$ cat config.mk
export PLATFORM = sky130hd
export DESIGN_NAME = addr_map_pipe
export DESIGN_NICKNAME = d
export VERILOG_FILES = /design/src/rtl/addr_map_pkg.sv /design/src/rtl/addr_map_pipe_stage.sv /design/src/rtl/addr_map_pipe.sv
export SDC_FILE = /design/constraint.sdc
export NUM_CORES = 1
export LEC_CHECK = 0
export ABC_AREA = 1
export CAP_MARGIN = 20
export CORE_UTILIZATION = 54
export DETAILED_ROUTE_END_ITERATION = 6
export PLACE_DENSITY = 0.84
export SKIP_CTS_REPAIR_TIMING = 1
export SYNTH_ARGS = -nofsm -noshare
export SYNTH_HDL_FRONTEND = slang
export SYNTH_SLANG_ARGS = --single-unit
$ cat constraint.sdc
create_clock -name clk -period 3.38 [get_ports clk]
set_input_delay 0.676 -clock clk [delete_from_list [all_inputs] [get_ports clk]]
set_output_delay 0.676 -clock clk [all_outputs]
set_load 0.01 [all_outputs]
$ cat src/rtl/addr_map_pkg.sv
// Shared definitions for the address-map pipeline: hash-mode encodings and
// the bank-id scrambling helpers applied in the second pipeline stage.
package addr_map_pkg;

  typedef enum logic [2:0] {
    HASH_IDENT = 3'd0,
    HASH_REV   = 3'd1,
    HASH_ROTL  = 3'd2,
    HASH_XOR   = 3'd3
  } hash_mode_e;

  // Helpers work on fixed-width carriers; callers pass the live width, so
  // bank ids up to 16 bits and in-bank addresses up to 64 bits are covered.
  localparam int FN_ID_W     = 16;
  localparam int FN_ID_IW    = $clog2(FN_ID_W);
  localparam int FN_LOCAL_W  = 64;
  localparam int FN_LOCAL_IW = $clog2(FN_LOCAL_W);

  function automatic logic [FN_ID_W-1:0] bit_reverse(input logic [FN_ID_W-1:0] v,
                                                     input int w);
    logic [FN_ID_W-1:0] r;
    r = '0;
    for (int i = 0; i < FN_ID_W; i++) begin
      if (i < w) r[FN_ID_IW'(i)] = v[FN_ID_IW'(w - 1 - i)];
    end
    return r;
  endfunction

  function automatic logic [FN_ID_W-1:0] rotate_left1(input logic [FN_ID_W-1:0] v,
                                                      input int w);
    logic [FN_ID_W-1:0] r;
    r = '0;
    for (int i = 0; i < FN_ID_W; i++) begin
      if (i < w) r[FN_ID_IW'((i + 1) % w)] = v[FN_ID_IW'(i)];
    end
    return r;
  endfunction

  // Bit i of the in-bank address lands in chunk bit (i mod w): this is the
  // XOR of all w-bit chunks with the top chunk zero-padded.
  function automatic logic [FN_ID_W-1:0] xor_fold(input logic [FN_LOCAL_W-1:0] v,
                                                  input int lw,
                                                  input int w);
    logic [FN_ID_W-1:0] r;
    r = '0;
    for (int i = 0; i < FN_LOCAL_W; i++) begin
      if (i < lw) r[FN_ID_IW'(i % w)] = r[FN_ID_IW'(i % w)] ^ v[FN_LOCAL_IW'(i)];
    end
    return r;
  endfunction

endpackage

$ cat src/rtl/addr_map_pipe_stage.sv
// Single valid/ready register slice. Accepts a new payload when empty or when
// the current payload is being taken downstream in the same cycle.
module pipe_stage #(
  parameter int WIDTH = 8
) (
  input  logic             clk,
  input  logic             rst_n,
  input  logic             in_valid,
  output logic             in_ready,
  input  logic [WIDTH-1:0] in_data,
  output logic             out_valid,
  input  logic             out_ready,
  output logic [WIDTH-1:0] out_data
);

  logic             valid_q, valid_d;
  logic [WIDTH-1:0] data_q, data_d;

  always_comb begin
    // NOTE: every always_comb output gets a default first so no path leaves it
    // unassigned; otherwise synthesis infers a latch.
    valid_d  = valid_q;
    data_d   = data_q;
    in_ready = !valid_q || out_ready;
    if (in_ready) begin
      valid_d = in_valid;
      if (in_valid) data_d = in_data;
    end
  end

  // NOTE: sequential state uses non-blocking assignments only, so all flops
  // sample pre-edge values regardless of process evaluation order.
  always_ff @(posedge clk or negedge rst_n) begin
    if (!rst_n) begin
      valid_q <= 1'b0;
      // NOTE: the payload is reset too, so the outputs read zero after reset;
      // it is a single register, not a memory array.
      data_q  <= '0;
    end else begin
      valid_q <= valid_d;
      data_q  <= data_d;
    end
  end

  assign out_valid = valid_q;
  assign out_data  = data_q;

endmodule

$ cat src/rtl/addr_map_pipe.sv
// Two-stage handshaked global-address splitter: bank id (optionally hashed),
// in-bank address, range error, tag pass-through and a saturating error count.
module addr_map_pipe
  import addr_map_pkg::*;
#(
  parameter int ADDR_WIDTH       = 32,
  parameter int NUM_MODULES      = 8,
  parameter int MOD_ID_BITS      = 3,
  parameter int LOCAL_ADDR_WIDTH = 10,
  parameter int OFFSET_BITS      = 10,
  parameter int TAG_WIDTH        = 4,
  parameter int ERR_CNT_WIDTH    = 16
) (
  input  logic                        clk,
  input  logic                        rst_n,
  input  logic                        in_valid,
  output logic                        in_ready,
  input  logic [ADDR_WIDTH-1:0]       in_addr,
  input  logic [TAG_WIDTH-1:0]        in_tag,
  output logic                        out_valid,
  input  logic                        out_ready,
  output logic [MOD_ID_BITS-1:0]      out_module_id,
  output logic [LOCAL_ADDR_WIDTH-1:0] out_local_addr,
  output logic [TAG_WIDTH-1:0]        out_tag,
  output logic                        out_err,
  input  logic                        cfg_wr,
  input  logic [2:0]                  cfg_hash_sel,
  output logic                        cfg_busy,
  output logic [2:0]                  cfg_active,
  output logic [ERR_CNT_WIDTH-1:0]    err_cnt,
  input  logic                        err_clr
);

  localparam int S1_W = ADDR_WIDTH + TAG_WIDTH;
  localparam int S2_W = MOD_ID_BITS + LOCAL_ADDR_WIDTH + TAG_WIDTH + 1;

  logic                        s1_in_ready, s1_valid, s2_in_ready, s2_valid;
  logic [S1_W-1:0]             s1_data;
  logic [S2_W-1:0]             s2_in_data, s2_data;
  logic [ADDR_WIDTH-1:0]       s1_addr, lo_mask;
  logic [TAG_WIDTH-1:0]        s1_tag;
  logic [MOD_ID_BITS-1:0]      mod_raw, mod_hash;
  logic [LOCAL_ADDR_WIDTH-1:0] local_addr;
  logic                        range_err;

  logic                     cfg_pending_q, cfg_pending_d;
  logic [2:0]               cfg_pend_val_q, cfg_pend_val_d;
  logic [2:0]               cfg_active_q, cfg_active_d;
  logic [ERR_CNT_WIDTH-1:0] err_cnt_q, err_cnt_d;

  // ---------------- pipeline ----------------
  assign in_ready = !cfg_pending_q && s1_in_ready;

  pipe_stage #(.WIDTH(S1_W)) u_s1 (
    .clk       (clk),
    .rst_n     (rst_n),
    .in_valid  (in_valid && !cfg_pending_q),
    .in_ready  (s1_in_ready),
    .in_data   ({in_addr, in_tag}),
    .out_valid (s1_valid),
    .out_ready (s2_in_ready),
    .out_data  (s1_data)
  );

  pipe_stage #(.WIDTH(S2_W)) u_s2 (
    .clk       (clk),
    .rst_n     (rst_n),
    .in_valid  (s1_valid),
    .in_ready  (s2_in_ready),
    .in_data   (s2_in_data),
    .out_valid (s2_valid),
    .out_ready (out_ready),
    .out_data  (s2_data)
  );

  assign {s1_addr, s1_tag} = s1_data;

  always_comb begin
    lo_mask    = (ADDR_WIDTH'(1) << OFFSET_BITS) - ADDR_WIDTH'(1);
    mod_raw    = MOD_ID_BITS'(s1_addr >> OFFSET_BITS);
    // Drop the bank field and close the gap: high part shifts down by M bits.
    local_addr = LOCAL_ADDR_WIDTH'(((s1_addr >> (OFFSET_BITS + MOD_ID_BITS)) << OFFSET_BITS)
                                   | (s1_addr & lo_mask));
    range_err  = |(s1_addr >> (LOCAL_ADDR_WIDTH + MOD_ID_BITS));

    mod_hash = mod_raw;
    case (cfg_active_q)
      HASH_REV:  mod_hash = MOD_ID_BITS'(bit_reverse(FN_ID_W'(mod_raw), MOD_ID_BITS));
      HASH_ROTL: mod_hash = MOD_ID_BITS'(rotate_left1(FN_ID_W'(mod_raw), MOD_ID_BITS));
      HASH_XOR:  mod_hash = mod_raw ^ MOD_ID_BITS'(xor_fold(FN_LOCAL_W'(local_addr),
                                                            LOCAL_ADDR_WIDTH, MOD_ID_BITS));
      default:   mod_hash = mod_raw;
    endcase

    if (range_err) begin
      s2_in_data = {{MOD_ID_BITS{1'b0}}, {LOCAL_ADDR_WIDTH{1'b0}}, s1_tag, 1'b1};
    end else begin
      s2_in_data = {mod_hash, local_addr, s1_tag, 1'b0};
    end
  end

  assign out_valid = s2_valid;
  assign {out_module_id, out_local_addr, out_tag, out_err} = s2_data;

  // ---------------- config ----------------
  // A write on the commit edge wins and keeps the change pending, so the
  // newest requested mode is the one that eventually becomes active.
  always_comb begin
    cfg_pending_d  = cfg_pending_q;
    cfg_pend_val_d = cfg_pend_val_q;
    cfg_active_d   = cfg_active_q;
    if (cfg_wr) begin
      cfg_pending_d  = 1'b1;
      cfg_pend_val_d = cfg_hash_sel;
    end else if (cfg_pending_q && !s1_valid && !s2_valid) begin
      cfg_active_d  = cfg_pend_val_q;
      cfg_pending_d = 1'b0;
    end
  end

  // ---------------- error counter ----------------
  always_comb begin
    err_cnt_d = err_cnt_q;
    if (err_clr) begin
      err_cnt_d = '0;
    end else if (s2_valid && out_ready && out_err && !(&err_cnt_q)) begin
      err_cnt_d = err_cnt_q + ERR_CNT_WIDTH'(1);
    end
  end

  always_ff @(posedge clk or negedge rst_n) begin
    if (!rst_n) begin
      cfg_pending_q  <= 1'b0;
      cfg_pend_val_q <= 3'd0;
      cfg_active_q   <= 3'd0;
      err_cnt_q      <= '0;
    end else begin
      cfg_pending_q  <= cfg_pending_d;
      cfg_pend_val_q <= cfg_pend_val_d;
      cfg_active_q   <= cfg_active_d;
      err_cnt_q      <= err_cnt_d;
    end
  end

  assign cfg_busy   = cfg_pending_q;
  assign cfg_active = cfg_active_q;
  assign err_cnt    = err_cnt_q;

endmodule

Word level (Yosys, flattened, before mapping)
Cells that the tools add are included.

storage, ports and cells
  register bits = 79
  bits of input ports = 45
  output and inout bits = 40

cells by class
  add/subtract/negate cells = 1
  equality and inequality tests = 3
  mux-type cells = 16
  bitwise operators = 10
  reduce and logical (&&, ||, !) cells = 20

operators by type and width
  operator                 number
  $mux W16                 2
  $reduce_or A19 Y1        1
  $mux W18                 1
  $add A16 B1 Y16 const B  1
  $reduce_and A16 Y1       1
  $mux W1                  12
  $or A1 B10 Y10 const A   1
  $pmux W3 S3              1
  $logic_and A1 B1 Y1      7
  $xor A1 B1 Y1            7
  $eq A3 B2 Y1 const B     2
  $reduce_and A2 Y1        3
  $logic_not A1 Y1         4
  $reduce_bool A2 Y1       2
  $eq A3 B1 Y1 const B     1
  $xor A3 B3 Y3            1
  $logic_or A1 B1 Y1       2
  $not A1 Y1               1

Longest topological paths before layout
Gate-level depths: netlist of the first run.

  depth after elaboration = 11
  gate-level depth with buffers = 11
  gate-level depth less buffers = 11

By module
A second synthesis of the first run with hierarchy kept.

second synthesis, totals
  cells, all modules = 507
  area, all modules = 4150.2 sq um

modules (own cells, without submodules)
  module             times used  cells an instance  area each (sq um)  sequential area each (sq um)
  addr_map_pipe      1           265                1729.2             575.6
  pipe_stage (u_s1)  1           160                1609.0             925.9
  pipe_stage (u_s2)  1           82                 812.0              475.5

Worst setup path before layout of the first run
Ideal clock, no wire load.

  path type = input port to flip-flop
  start = in out_ready
  end = reg u_s1.data_q[11] (netlist: u_s1.out_data[11])
  arrival time = 1.655 ns
  path slack = 1.600 ns
  cell stages on the path = 7
  buffers on the path = 1
  cell sequence = inv_1 nand3_1 nand2_1 inv_1 nand2_2 buf_2 mux2_2

between the ends
  longest elaborated chain between the ends = 3

ends and longest elaborated chain
  element                             line                       text
  start: declaration                  addr_map_pipe.sv:21        input logic out_ready,
  $logic_or A1 B1 Y1 (2 in series)    addr_map_pipe_stage.sv:24  in_ready = !valid_q || out_ready;
  $reduce_and A2 Y1 (no source line)  -
  end signal: assignment              addr_map_pipe_stage.sv:41  data_q <= data_d;
  end: declaration                    addr_map_pipe_stage.sv:17  logic [WIDTH-1:0] data_q, data_d;

No other way between the ends.
A chain may end at the register's enable or synchronous reset.

Final worst setup path of the first run
  start = in out_ready
  end = out in_ready

between the ends
  longest elaborated chain between the ends = 3

ends and longest elaborated chain
  element                           line                       text
  $logic_or A1 B1 Y1 (2 in series)  addr_map_pipe_stage.sv:24
  $logic_and A1 B1 Y1               addr_map_pipe.sv:52        assign in_ready = !cfg_pending_q && s1_in_ready;
  end: declaration                  addr_map_pipe.sv:17        output logic in_ready,

No other way between the ends.

==> results of run 1 <==
worst max-delay path, stage by stage:
cell and delay (ns):
clkdlybuf4s50_1 0.49, inv_1 0.06, nand3_1 0.08, nand2_1 0.06, inv_1 0.08, clkdlybuf4s50_1 0.53
where the power goes:
| part | total, mW | switching (mW) | internal, mW |
|---|---|---|---|
| Clock | 0.719 | 0.368 | 0.350 |
| Sequential | 1.43 | 0.209 | 1.22 |
| Combinational | 1.02 | 0.510 | 0.506 |
cell usage in the layout, fill, tap and decap left out, types with 2 or more instances in the layout:
master           synthesis  routed
dfrtp_1                 79      79
buf_4                    0       2
mux2_2                  27      27
xnor2_1                  4       4
or2_2                    2       2
nand4_1                  6       6
clkdlybuf4s50_1          0      83
xor2_1                   7       7
inv_1                   34      34
nor2_4                   2       2
o21bai_1                 4       4
nand2_2                  3       3
clkinv_4                 1       2
o21ai_2                  6       6
o21ai_0                 16      16
inv_6                    0       2
nor2_1                  44      44
clkbuf_8                 0       9
nand3_1                 27      27
clkinv_2                 0       2
a21oi_1                 13      13
nand2_1                134     134
sequential cells by signal, summed over array words and instances (netlist names):
register	flops
u_s1.out_data	36
u_s2.out_data	18
err_cnt	16
cfg_active	3
cfg_pend_val_q	3
cfg_busy	1
u_s1.out_valid	1
u_s2.out_valid	1
cells by family (layout without fill, tap and decap cells):
| kind of cell | after synthesis | after routing | share of synthesized area |
|---|---|---|---|
| AO/OA/AOI/OAI | 42 | 42 | 0.0684 |
| XOR/XNOR | 11 | 11 | 0.0257 |
| adder cells (fa/ha/maj) | 1 | 1 | 0.00334 |
| buffers and inverters | 44 | 136 | 0.0508 |
| flip-flops | 79 | 79 | 0.528 |
| multiplexers | 27 | 27 | 0.0811 |
| AND/OR/NAND/NOR | 220 | 220 | 0.243 |
metal layers:
metal | global-route usage | wire length (um) | up-vias | part of all wire
met3 | 0.0340 | 447 | 20 | 0.054
met4 | 0.115 | 215 | 0 | 0.026
met1 | 0.340 | 3650 | 1516 | 0.44
met2 | 0.412 | 4020 | 117 | 0.48
li1 | - | - | 1533 | -
met5 | 0 | 0 | - | 0
area by class of cell:
class	instances	area (sq um)
Inverter	35	136
Tap cell	77	96.3
Timing Repair Buffer	85	846
Multi-Input combinational cell	301	1580
Sequential cell	79	1980
Clock inverter	7	77.6
Fill cell	489	1690
Clock buffer	9	124
path summary, 6_finish.rpt:
kind                             startpoint                 to  slack (ns)  cells past startpoint
min                                   rst_n  cfg_pend_val_q[0]        0.46                      1
min reg2reg                u_s1.out_data[3]   u_s2.out_data[4]        0.48                      2
max reg2reg                  u_s1.out_valid  u_s1.out_data[25]        1.49                      5
max in group asynchronous             rst_n   u_s2.out_data[7]        2.27                      1
max                               out_ready           in_ready        0.73                      6
min in group clk           u_s1.out_data[3]   u_s2.out_data[4]        0.48                      2
stage by stage:
step / power, mW / hold WS [ns] / std cells / setup WS, ns
after floorplan: 2.10 / 0.380 / 424 / 1.60
after global placement: 2.39 / 0.448 / 577 / 0.771
after detailed placement: 2.45 / 0.464 / 577 / 0.739
after CTS: 3.18 / 0.486 / 593 / 0.730
after global routing: 3.38 / 0.506 / 593 / 0.653
final: 3.17 / 0.461 / 593 / 0.727
cell usage after synthesis:
cell | count | share of area
a21oi_1 | 13 | 0.017
buf_6 | 2 | 0.0060
nand4_1 | 6 | 0.010
nor3_1 | 1 | 0.0013
o21ai_1 | 1 | 0.0013
o21ai_2 | 6 | 0.014
or2_2 | 2 | 0.0033
nor2_1 | 44 | 0.044
o21ai_0 | 16 | 0.021
xor2_1 | 7 | 0.016
o21a_1 | 1 | 0.0020
clkbuf_1 | 3 | 0.0030
xnor2_1 | 4 | 0.0093
ha_1 | 1 | 0.0033
inv_1 | 34 | 0.034
nand3_1 | 27 | 0.036
nand2_2 | 3 | 0.0050
o21ai_4 | 1 | 0.0043
nand2_1 | 134 | 0.13
dfrtp_1 | 79 | 0.53
mux2_2 | 27 | 0.081
nor2_4 | 2 | 0.0060
nand2_4 | 1 | 0.0030
o21bai_1 | 4 | 0.0080
clkinv_4 | 1 | 0.0023
buf_2 | 4 | 0.0053
==> flow_summary.json, run 1 <==
{
  "root_buffer": "clkbuf_8",
  "drive_above_1_share": 0.118,
  "synth_nets": 470,
  "leakage_nw": 2.23,
  "fmax_ghz": 0.377,
  "syn_area_sq_mm": 0.00375,
  "cap_violations": 0,
  "status": "completed",
  "worstSetupPathType": "input port to primary output",
  "clock_path_buffers": 2,
  "crit_arrival_ns": 1.98,
  "post-route-util": 0.741,
  "postSynthAreaPerCell_sq_um": 8.84,
  "layout.nets": 557,
  "drt-total-wl_um": 8340,
  "critPathLaunchType": "input port",
  "grt_pass1_vias": 3116,
  "peakVddDrop_mv": 0.426,
  "finalCriticalPeriod_ns": 2.65,
  "routed_via_density": 5.37,
  "hold_class": "input port to async pin",
  "setup_viol": 0,
  "worst_pin_slew_ns": 0.973,
  "cts.reportedPaths.clkPinSlew_ns": 0.08,
  "grt_util_all_layers": 0.253,
  "drtAntennaViolNets": 0,
  "htreeDepth": 3,
  "ys_seq_area_frac": 0.528,
  "finalHoldViolCount": 0,
  "syn-instance-count": 424,
  "cts.sink_count": 79,
  "dpl.hpwl_um": 5990,
  "via_count": 3186,
  "end_kind": "primary output",
  "grt_max_degree": 80,
  "area_delta_synth_final_pct": 29.1,
  "cp.required_ns": 2.70,
  "synth_cell_types": 26,
  "die_x_um": 85.3,
  "portBuffers": 84,
  "start_util": 0.574,
  "grt_first_pass_wirelength_um": 14400,
  "clock_latency_ns": 0.35,
  "gp_routability_congestion": 0.940,
  "cp_max_fo": 2,
  "diodes": 0,
  "power_density_mw_per_mm2": 655,
  "drt_iter0_drc": 160,
  "cts_buffers": 9,
  "dr.pass1.iters": 5,
  "report.final.slew_viol_count": 0,
  "final_area_sq_mm": 0.00484,
  "grt_setup_unrepaired": "false",
  "coreArea_sq_mm": 0.00653,
  "die_h_um": 85.3,
  "ys_seq_elements": 79,
  "die_area_sq_mm": 0.00728,
  "period_share": 0.785,
  "yosysWarnings": 0,
  "place_area_sq_mm": 0.00464,
  "antenna_found_initial": 0,
  "relSlewSlack": 0.351,
  "post_drt_wl_per_cell_um": 14.1,
  "drcViolationCount": 0,
  "cts_tree": "done",
  "fp-row-count": 29,
  "skew_ns": 0.0142,
  "fin_tns_setup_ns": 0,
  "io_pins": 85,
  "globalRouteOverflowTotal": 0
}
(Power assumes the default switching activity.)
==> inputs of run 2 (changes only) <==
--- a/config.mk
+++ b/config.mk
@@ -7,9 +7,9 @@
 export LEC_CHECK = 0
 export ABC_AREA = 1
 export CAP_MARGIN = 20
-export CORE_UTILIZATION = 54
+export CORE_UTILIZATION = 45
 export DETAILED_ROUTE_END_ITERATION = 6
-export PLACE_DENSITY = 0.84
+export PLACE_DENSITY = 0.75
 export SKIP_CTS_REPAIR_TIMING = 1
 export SYNTH_ARGS = -nofsm -noshare
 export SYNTH_HDL_FRONTEND = slang
==> constraint.sdc (replaced) <==
create_clock -name clk -period 2.4 [get_ports clk]
set_input_delay 0.48 -clock clk [delete_from_list [all_inputs] [get_ports clk]]
set_output_delay 0.48 -clock clk [all_outputs]
set_load 0.01 [all_outputs]
==> flow_summary.json, run 2 (synthesis results as in run 1) <==
{
  "relSlewSlack": 0.629,
  "gp_routability_congestion": 0.888,
  "dr.pass1.iters": 4,
  "end_kind": "primary output",
  "drcViolationCount": 0,
  "drt_iter0_drc": 116,
  "coreArea_sq_mm": 0.00789,
  "post_drt_wl_per_cell_um": 13.4,
  "report.final.slew_viol_count": 0,
  "grt_first_pass_wirelength_um": 13900,
  "cts_buffers": 9,
  "die_h_um": 93.3,
  "peakVddDrop_mv": 0.453,
  "timing.hold.ws_ns": 0.101,
  "clock_path_buffers": 2,
  "worst_pin_slew_ns": 0.554,
  "period_share": 0.959,
  "diodes": 0,
  "leakage_nw": 2.25,
  "cts.reportedPaths.clkPinSlew_ns": 0.08,
  "cp.required_ns": 1.92,
  "portBuffers": 84,
  "place_area_sq_mm": 0.00472,
  "antenna_found_initial": 0,
  "htreeDepth": 3,
  "r2r-start": "err_cnt[0]",
  "fp-row-count": 32,
  "rr_worst_depth": 9,
  "setup_slack_ns": 0.0978,
  "globalRouteOverflowTotal": 0,
  "via_count": 3106,
  "crit_start": "out_ready",
  "endpoint": "in_ready",
  "status": "completed",
  "finalHoldViolCount": 0,
  "die_area_sq_mm": 0.00870,
  "io_pins": 85,
  "worstSetupPathType": "input port to primary output",
  "start_util": 0.475,
  "drtAntennaViolNets": 0,
  "final_area_sq_mm": 0.00493,
  "critPathLaunchType": "input port",
  "finalCriticalPeriod_ns": 2.30,
  "r2r_end": "err_cnt[10]",
  "area_delta_synth_final_pct": 31.7,
  "grt_pass1_vias": 3021,
  "power_density_mw_per_mm2": 920,
  "post-route-util": 0.626,
  "grt_setup_unrepaired": "false",
  "clock_latency_ns": 0.35,
  "crit_arrival_ns": 1.82,
  "layout_common_cells": "nand2_1 (134), clkdlybuf4s50_1 (83), dfrtp_1 (79), nor2_1 (44), inv_1 (34)",
  "skew_ns": 0.0136,
  "cts.sink_count": 79,
  "setup_viol": 0,
  "layout_commonest_cell": "nand2_1",
  "cts_tree": "done",
  "grt_util_all_layers": 0.207,
  "largest_reg_flops": 36,
  "layout.nets": 561,
  "drive_above_1_share": 0.123,
  "hold_class": "input port to async pin",
  "fmax_ghz": 0.434,
  "cp_max_fo": 2,
  "grt_max_degree": 43,
  "cap_violations": 0,
  "pre_cts_slack_ns": 0.0775,
  "fillerInstances": 685,
  "regToRegSetupSlack_ns": 0.64,
  "die_x_um": 93.3,
  "root_buffer": "clkbuf_8",
  "drt-total-wl_um": 8340,
  "dpl.hpwl_um": 6130,
  "fin_tns_setup_ns": 0,
  "routed_via_density": 4.99
}
run 2: power breakdown:
part	leakage, nW	internal, mW	switching (mW)	total (mW)
Clock	0.102	0.582	0.478	1.06
Combinational	1.16	0.741	0.725	1.47
Sequential	0.990	1.72	0.291	2.01
Total	2.25	3.05	1.49	4.54
run 2: through the flow:
| stage | power [mW] | instances |
|---|---|---|
| after detailed placement | 3.51 | 606 |
| after floorplan | 2.96 | 424 |
| final | 4.54 | 622 |
| after global routing | 4.84 | 622 |
| after global placement | 3.42 | 606 |
| after CTS | 4.58 | 622 |
run 2: how the worst min path moves through the flow:
stage	slack, ns	cells past startpoint	end
floorplan	0.18	0	cfg_active[0]
global route	0.13	1	cfg_pend_val_q[2]
global placement	0.45	2	u_s2.out_data[2]
finish	0.10	1	err_cnt[8]
CTS	0.11	1	err_cnt[5]
detailed placement	0.47	2	u_s2.out_data[13]
run 2: routing by layer:
layer  GRT usage  share of wire  vias up
li1            -              -     1537
met5           0              0        -
met4      0.0885          0.016        0
met3      0.0333          0.042       13
met2       0.336           0.50       76
met1       0.275           0.45     1480
run 2: worst max-delay path: stages:
cell	delay, ns
clkdlybuf4s50_1	0.50
inv_1	0.06
nand3_1	0.08
nand2_1	0.05
inv_1	0.09
clkdlybuf4s50_1	0.56
run 2: final cells by class:
type	instances	area, sq um	area share
clock buffer	10	128	0.0259
clock inverter	6	85.1	0.0172
inverter	35	136	0.0276
multi-input combinational	301	1580	0.320
sequential	79	1980	0.401
tap	102	128	0.0259
timing repair buffer	89	901	0.183
